<file path="src/rtl/wb_commit_regfile_pkg.sv">
// Shared widths, constants and load-format helpers for the WB commit stage.
package wb_commit_regfile_pkg;

  localparam int REG_W      = 32;
  localparam int REG_ADDR_W = 5;

  typedef logic [REG_W-1:0]      reg_bus_t;
  typedef logic [REG_ADDR_W-1:0] reg_addr_bus_t;
  typedef logic [2*REG_W-1:0]    double_reg_bus_t;
  typedef logic [3:0]            data_we_bus_t;

  localparam reg_bus_t        ZERO_WORD       = '0;
  localparam double_reg_bus_t ZERO_DWORD      = '0;
  localparam logic            WRITE_ENABLE    = 1'b1;
  localparam logic            WRITE_DISABLE   = 1'b0;
  // Active-high level of this block's reset; the older active-low reset level
  // is deliberately not shared here.
  localparam logic            RST_ACTIVE_HIGH = 1'b1;

  // Byte-lane masks that select a load width.
  localparam data_we_bus_t DRE_WORD = 4'b1111;
  localparam data_we_bus_t DRE_B0   = 4'b0001;
  localparam data_we_bus_t DRE_B1   = 4'b0010;
  localparam data_we_bus_t DRE_B2   = 4'b0100;
  localparam data_we_bus_t DRE_B3   = 4'b1000;
  localparam data_we_bus_t DRE_HLO  = 4'b0011;
  localparam data_we_bus_t DRE_HHI  = 4'b1100;

  function automatic reg_bus_t ext_byte(input logic [7:0] b, input logic sgn);
    return sgn ? {{24{b[7]}}, b} : {24'h0, b};
  endfunction

  function automatic reg_bus_t ext_half(input logic [15:0] h, input logic sgn);
    return sgn ? {{16{h[15]}}, h} : {16'h0, h};
  endfunction

endpackage

</file>
<file path="src/rtl/wb_load_fmt.sv">
// Combinational load formatter: picks byte/half/word lanes of the raw memory
// word and extends them. Unsupported masks return zero.
module wb_load_fmt
  import wb_commit_regfile_pkg::*;
(
  input  reg_bus_t     dm_rdata,
  input  data_we_bus_t wb_dre,
  input  logic         wb_ld_signed,
  output reg_bus_t     ld_word
);

  // Lane select and extension by byte-enable mask
  always_comb begin
    ld_word = ZERO_WORD;
    case (wb_dre)
      DRE_WORD: ld_word = dm_rdata;
      DRE_B0:   ld_word = ext_byte(dm_rdata[7:0],   wb_ld_signed);
      DRE_B1:   ld_word = ext_byte(dm_rdata[15:8],  wb_ld_signed);
      DRE_B2:   ld_word = ext_byte(dm_rdata[23:16], wb_ld_signed);
      DRE_B3:   ld_word = ext_byte(dm_rdata[31:24], wb_ld_signed);
      DRE_HLO:  ld_word = ext_half(dm_rdata[15:0],  wb_ld_signed);
      DRE_HHI:  ld_word = ext_half(dm_rdata[31:16], wb_ld_signed);
      default:  ld_word = ZERO_WORD;
    endcase
  end

endmodule

</file>
<file path="src/rtl/wb_commit_regfile.sv">
// WB-stage commit: GPR file with $0 hardwired, HI/LO, write-through bypass on
// all read paths, and a counter of cycles that commit architectural state.
module wb_commit_regfile
  import wb_commit_regfile_pkg::*;
#(
  parameter int DATA_W  = REG_W,
  parameter int ADDR_W  = REG_ADDR_W,
  parameter int REG_NUM = 32
) (
  input  logic                cpu_clk_50M,
  input  logic                cpu_rst,
  input  logic [ADDR_W-1:0]   wb_wa,
  input  logic                wb_wreg,
  input  logic                wb_mreg,
  input  logic [DATA_W-1:0]   wb_dreg,
  input  logic [3:0]          wb_dre,
  input  logic                wb_ld_signed,
  input  logic [DATA_W-1:0]   dm_rdata,
  input  logic                wb_whilo,
  input  logic [2*DATA_W-1:0] wb_dhilo,
  input  logic                re1,
  input  logic [ADDR_W-1:0]   ra1,
  output logic [DATA_W-1:0]   rd1,
  input  logic                re2,
  input  logic [ADDR_W-1:0]   ra2,
  output logic [DATA_W-1:0]   rd2,
  output logic [DATA_W-1:0]   hi_o,
  output logic [DATA_W-1:0]   lo_o,
  output logic [31:0]         commit_cnt
);

  logic [DATA_W-1:0] gpr_q [REG_NUM];
  logic [DATA_W-1:0] gpr_d [REG_NUM];
  logic [DATA_W-1:0] hi_q, hi_d, lo_q, lo_d;
  logic [31:0]       cnt_q, cnt_d;
  logic [DATA_W-1:0] fmt_word, wdata;
  logic              rst_on, gpr_commit, hilo_commit;

  wb_load_fmt u_load_fmt (
    .dm_rdata     (dm_rdata),
    .wb_dre       (wb_dre),
    .wb_ld_signed (wb_ld_signed),
    .ld_word      (fmt_word)
  );

  // Write data select and commit qualification ($0 writes are dropped, and
  // reset suppresses every commit in its cycle)
  always_comb begin
    rst_on      = (cpu_rst == RST_ACTIVE_HIGH);
    wdata       = wb_mreg ? fmt_word : wb_dreg;
    gpr_commit  = !rst_on && (wb_wreg == WRITE_ENABLE) && (wb_wa != '0);
    hilo_commit = !rst_on && (wb_whilo == WRITE_ENABLE);
  end

  // Next architectural state; a GPR and a HI/LO commit together count once
  always_comb begin
    gpr_d = gpr_q;
    hi_d  = hi_q;
    lo_d  = lo_q;
    cnt_d = cnt_q;
    if (gpr_commit) gpr_d[wb_wa] = wdata;
    if (hilo_commit) begin
      hi_d = wb_dhilo[2*DATA_W-1:DATA_W];
      lo_d = wb_dhilo[DATA_W-1:0];
    end
    if (gpr_commit || hilo_commit) cnt_d = cnt_q + 32'd1;
  end

  // State registers with synchronous reset
  always_ff @(posedge cpu_clk_50M) begin
    if (rst_on) begin
      for (int i = 0; i < REG_NUM; i++) gpr_q[i] <= '0;
      {hi_q, lo_q} <= ZERO_DWORD;
      cnt_q        <= '0;
    end else begin
      gpr_q <= gpr_d;
      hi_q  <= hi_d;
      lo_q  <= lo_d;
      cnt_q <= cnt_d;
    end
  end

  // Read ports and HI/LO with same-cycle write-through; all forced low in reset
  always_comb begin
    rd1  = '0;
    rd2  = '0;
    hi_o = '0;
    lo_o = '0;
    if (!rst_on) begin
      if (re1 && ra1 != '0) rd1 = (wb_wreg && ra1 == wb_wa) ? wdata : gpr_q[ra1];
      if (re2 && ra2 != '0) rd2 = (wb_wreg && ra2 == wb_wa) ? wdata : gpr_q[ra2];
      hi_o = wb_whilo ? wb_dhilo[2*DATA_W-1:DATA_W] : hi_q;
      lo_o = wb_whilo ? wb_dhilo[DATA_W-1:0]        : lo_q;
    end
  end

  assign commit_cnt = cnt_q;

endmodule

</file>
<file path="config.mk">
export PLATFORM = sky130hd
export DESIGN_NAME = wb_commit_regfile
export DESIGN_NICKNAME = d
export VERILOG_FILES = /design/src/rtl/wb_commit_regfile_pkg.sv /design/src/rtl/wb_load_fmt.sv /design/src/rtl/wb_commit_regfile.sv
export SDC_FILE = /design/constraint.sdc
export NUM_CORES = 2
export LEC_CHECK = 0
export BUFFER_PORTS_ARGS = -buffer_cell sky130_fd_sc_hd__buf_2
export CAP_MARGIN = 20
export CORE_MARGIN = 2
export CORE_UTILIZATION = 50
export CTS_CLUSTER_DIAMETER = 40
export DETAILED_ROUTE_END_ITERATION = 10
export PLACE_DENSITY = 0.67
export SLEW_MARGIN = 15
export SYNTH_ARGS = -nofsm -noshare
export SYNTH_HDL_FRONTEND = slang
export SYNTH_SLANG_ARGS = --single-unit
</file>
<file path="constraint.sdc">
create_clock -name cpu_clk_50M -period 3.95 [get_ports cpu_clk_50M]
set_input_delay 0.79 -clock cpu_clk_50M [delete_from_list [all_inputs] [get_ports cpu_clk_50M]]
set_output_delay 0.79 -clock cpu_clk_50M [all_outputs]
set_load 0.01 [all_outputs]
</file>
==> results.cfg <==
[cts]
cts_sinks = 1120
cts_tree = done
h-tree-depth = 4
clkLatencyLatePin_ns = 0.77
root_buffer = clkbuf_16
clk_path_buf_depth = 3
numCtsBuffers = 159
cts.clk_slew.worst_paths_ns = 0.06

[die]
core_sq_um = 112000
fp.dieW_um = 339
die_h_um = 339
io_pins = 315
fp.dieArea_sq_um = 115000
initial_core_util_pct = 50.2
rows = 123

[route]
drtPass1Iterations = 6
drt-initial-drc-count = 6497
ant_nets = 0
drt-total-wl_mm = 206
remaining_drc_errors = 0
post_drt_wl_per_cell_um = 27.8
viasPerCell = 6.65
vias = 49200

[yosys]
synth_async_sr_flop_share_pct = 0
ys_warn_count = 0
netlist_instances = 5607
synth-edff-count = 0
syn_area_sq_um = 56200
ys.flop_type = dfxtp_1
synth.distinct_cells = 73
synth-seq-area-share_pct = 39.9
avgSynthCellArea_sq_um = 10.0
synth_fp_nets = 5763
ys_ff_latch = 1120

[worst_setup_path]
critPathLaunchType = input pin
cp_cell_sequence = buf_6, nor2_1, a221oi_1, o21ai_0, a2111o_1, a31oi_1, buf_4, buf_2
critPathTopFamily = compound AO/OA/AOI/OAI gates
r2r_start = commit_cnt[15]
cp_max_fo = 22
end_kind = primary output
arrival_ns = 3.19
critPathMaxStageDelay_ns = 0.50
slowest_stage = a221oi_1
cp.required_ns = 3.16
cp-startpoint = ra2[2]
worstSetupPathType = in2out
path_buf_inv = 3

[timing]
slew_violations = 0
setup_ws_ns = -0.0346
fmax_mhz = 251
relSlewSlack_pct = 25.2
whs_ns = 0.280
setup_viol = 2
grt_setup_unrepaired = false
clock_skew_ns = 0.0148
min_period_ns = 3.98
finalHoldViolCount = 0
worst_pin_slew_ns = 1.12
finalCritPeriodShare_pct = 101

[power_and_ir_drop]
peakVddDrop_mv = 0.447
p_total_mw = 28.9
power_per_cell_area_nw_per_um2 = 433
p_leak_nw = 22.9

[job]
drv_cap = 0

[final_layout]
layout_common_cells = nor2_1 (1,131), dfxtp_1 (1,120), a211oi_1 (977)
drive_above_1_share_pct = 25.9
final_util_pct = 59.5
fin_cells = 7400
area.growth.synth_to_final_pct = 18.6
finalNetCount = 5924
final_common_cell = nor2_1

[global_routing]
grt_pass1_vias = 46500
grt_pass1_wl_mm = 304
grt_util_met1_pct = 47.0
grt_overflow_total = 0
grt_max_degree = 215
antenna_found_initial = 10
busiest_layer = met2
gr-usage-met3_pct = 8.33
grt_usage_pct = 34.7
global_route.usage.met2_pct = 51.6

[status]
violations = setup timing
outcome = finished, violations left

[placement]
dp_hpwl_mm = 130
gp_congestion = 0.946
io_buffers = 314
place_inst = 7104
place_ws_ns = -0.193

[worst_hold_path]
min_path_type = in2reg
min_from = wb_dhilo[37]
[stage by stage]
step / cell area, sq um / setup TNS, ns
3_3_place_gp: 61000 / -0.349
6_report: 66700 / -0.0414
3_5_place_dp: 61000 / -0.193
4_1_cts: 66600 / 0
5_1_grt: 66700 / 0
2_1_floorplan: 56200 / 0
[flip-flops by register name, indices dropped and copies added (netlist names)]
register / cells
lo_q: 32
gpr_q: 1024
hi_q: 32
commit_cnt: 32
[worst min-delay path: cells and delay by family]
family                 cells  cell delay (ns)
buffers and inverters      1             0.08
muxes                      1             0.07
and+or+nand+nor            1             0.08
[Yosys cell counts, drive strengths merged, types with 20 or more instances]
master | count | area share [%]
mux2 | 66 | 1.3
or3 | 20 | 0.22
buf | 157 | 1.4
nor2b | 64 | 0.71
mux4 | 439 | 18
inv | 25 | 0.17
a211oi | 984 | 13
o21bai | 20 | 0.27
a221oi | 74 | 1.2
nor2 | 1164 | 7.8
o211ai | 22 | 0.29
o221ai | 35 | 0.55
clkbuf | 508 | 3.4
dfxtp | 1120 | 40
o21ai | 90 | 0.81
mux2i | 296 | 5.3
nor3 | 24 | 0.21
a22oi | 40 | 0.53
nand2 | 57 | 0.38
o22ai | 30 | 0.33
a21oi | 95 | 0.85
[power by group]
group	internal [mW]	switching [mW]
combinational	0.932	1.70
clock	9.06	5.73
sequential	11.4	0.0673
total	21.4	7.49
[layout make-up]
class | instances | area [sq um]
multi-input cells | 3796 | 31600
clock inverters | 93 | 1180
repair buffers | 665 | 5180
flip-flops and latches | 1120 | 22400
well taps | 1500 | 1880
inverters | 26 | 97.6
diodes | 1 | 2.50
clock buffers | 199 | 4340
fillers | 9419 | 45400
[layer usage]
metal  part of all wire (%)  wire length, um
met3                     11            23100
met2                     43            89400
met5                  0.056              115
met1                     39            80500
met4                    6.2            12700
[final timing paths]
path                     to  slack, ns  cells past startpoint
max                 rd2[15]      -0.03                      8
min                 hi_q[5]       0.28                      3
max reg2reg  commit_cnt[27]       1.57                      5
min reg2reg     gpr_q[1013]       0.48                      1
[logic make-up after synthesis]
logic type	after synthesis	share of synthesized area, %
XOR/XNOR	17	0.265
AO/OA/AOI/OAI	1528	20.0
multiplexers	801	24.2
adder cells (fa/ha/maj)	1	0.0222
buffers and inverters	691	4.93
flip-flops	1120	39.9
AND/OR/NAND/NOR	1449	10.7
[what timing repair did]
| action | CTS | global route |
|---|---|---|
| resized for setup | 3 | 10 |
| hold buffers | 0 | 0 |
| setup buffers | 0 | 1 |
| pin swaps | 0 | 2 |
| setup endpoints to repair | 2 | 4 |
| cloned | 0 | 1 |
(Power assumes the default switching activity.)
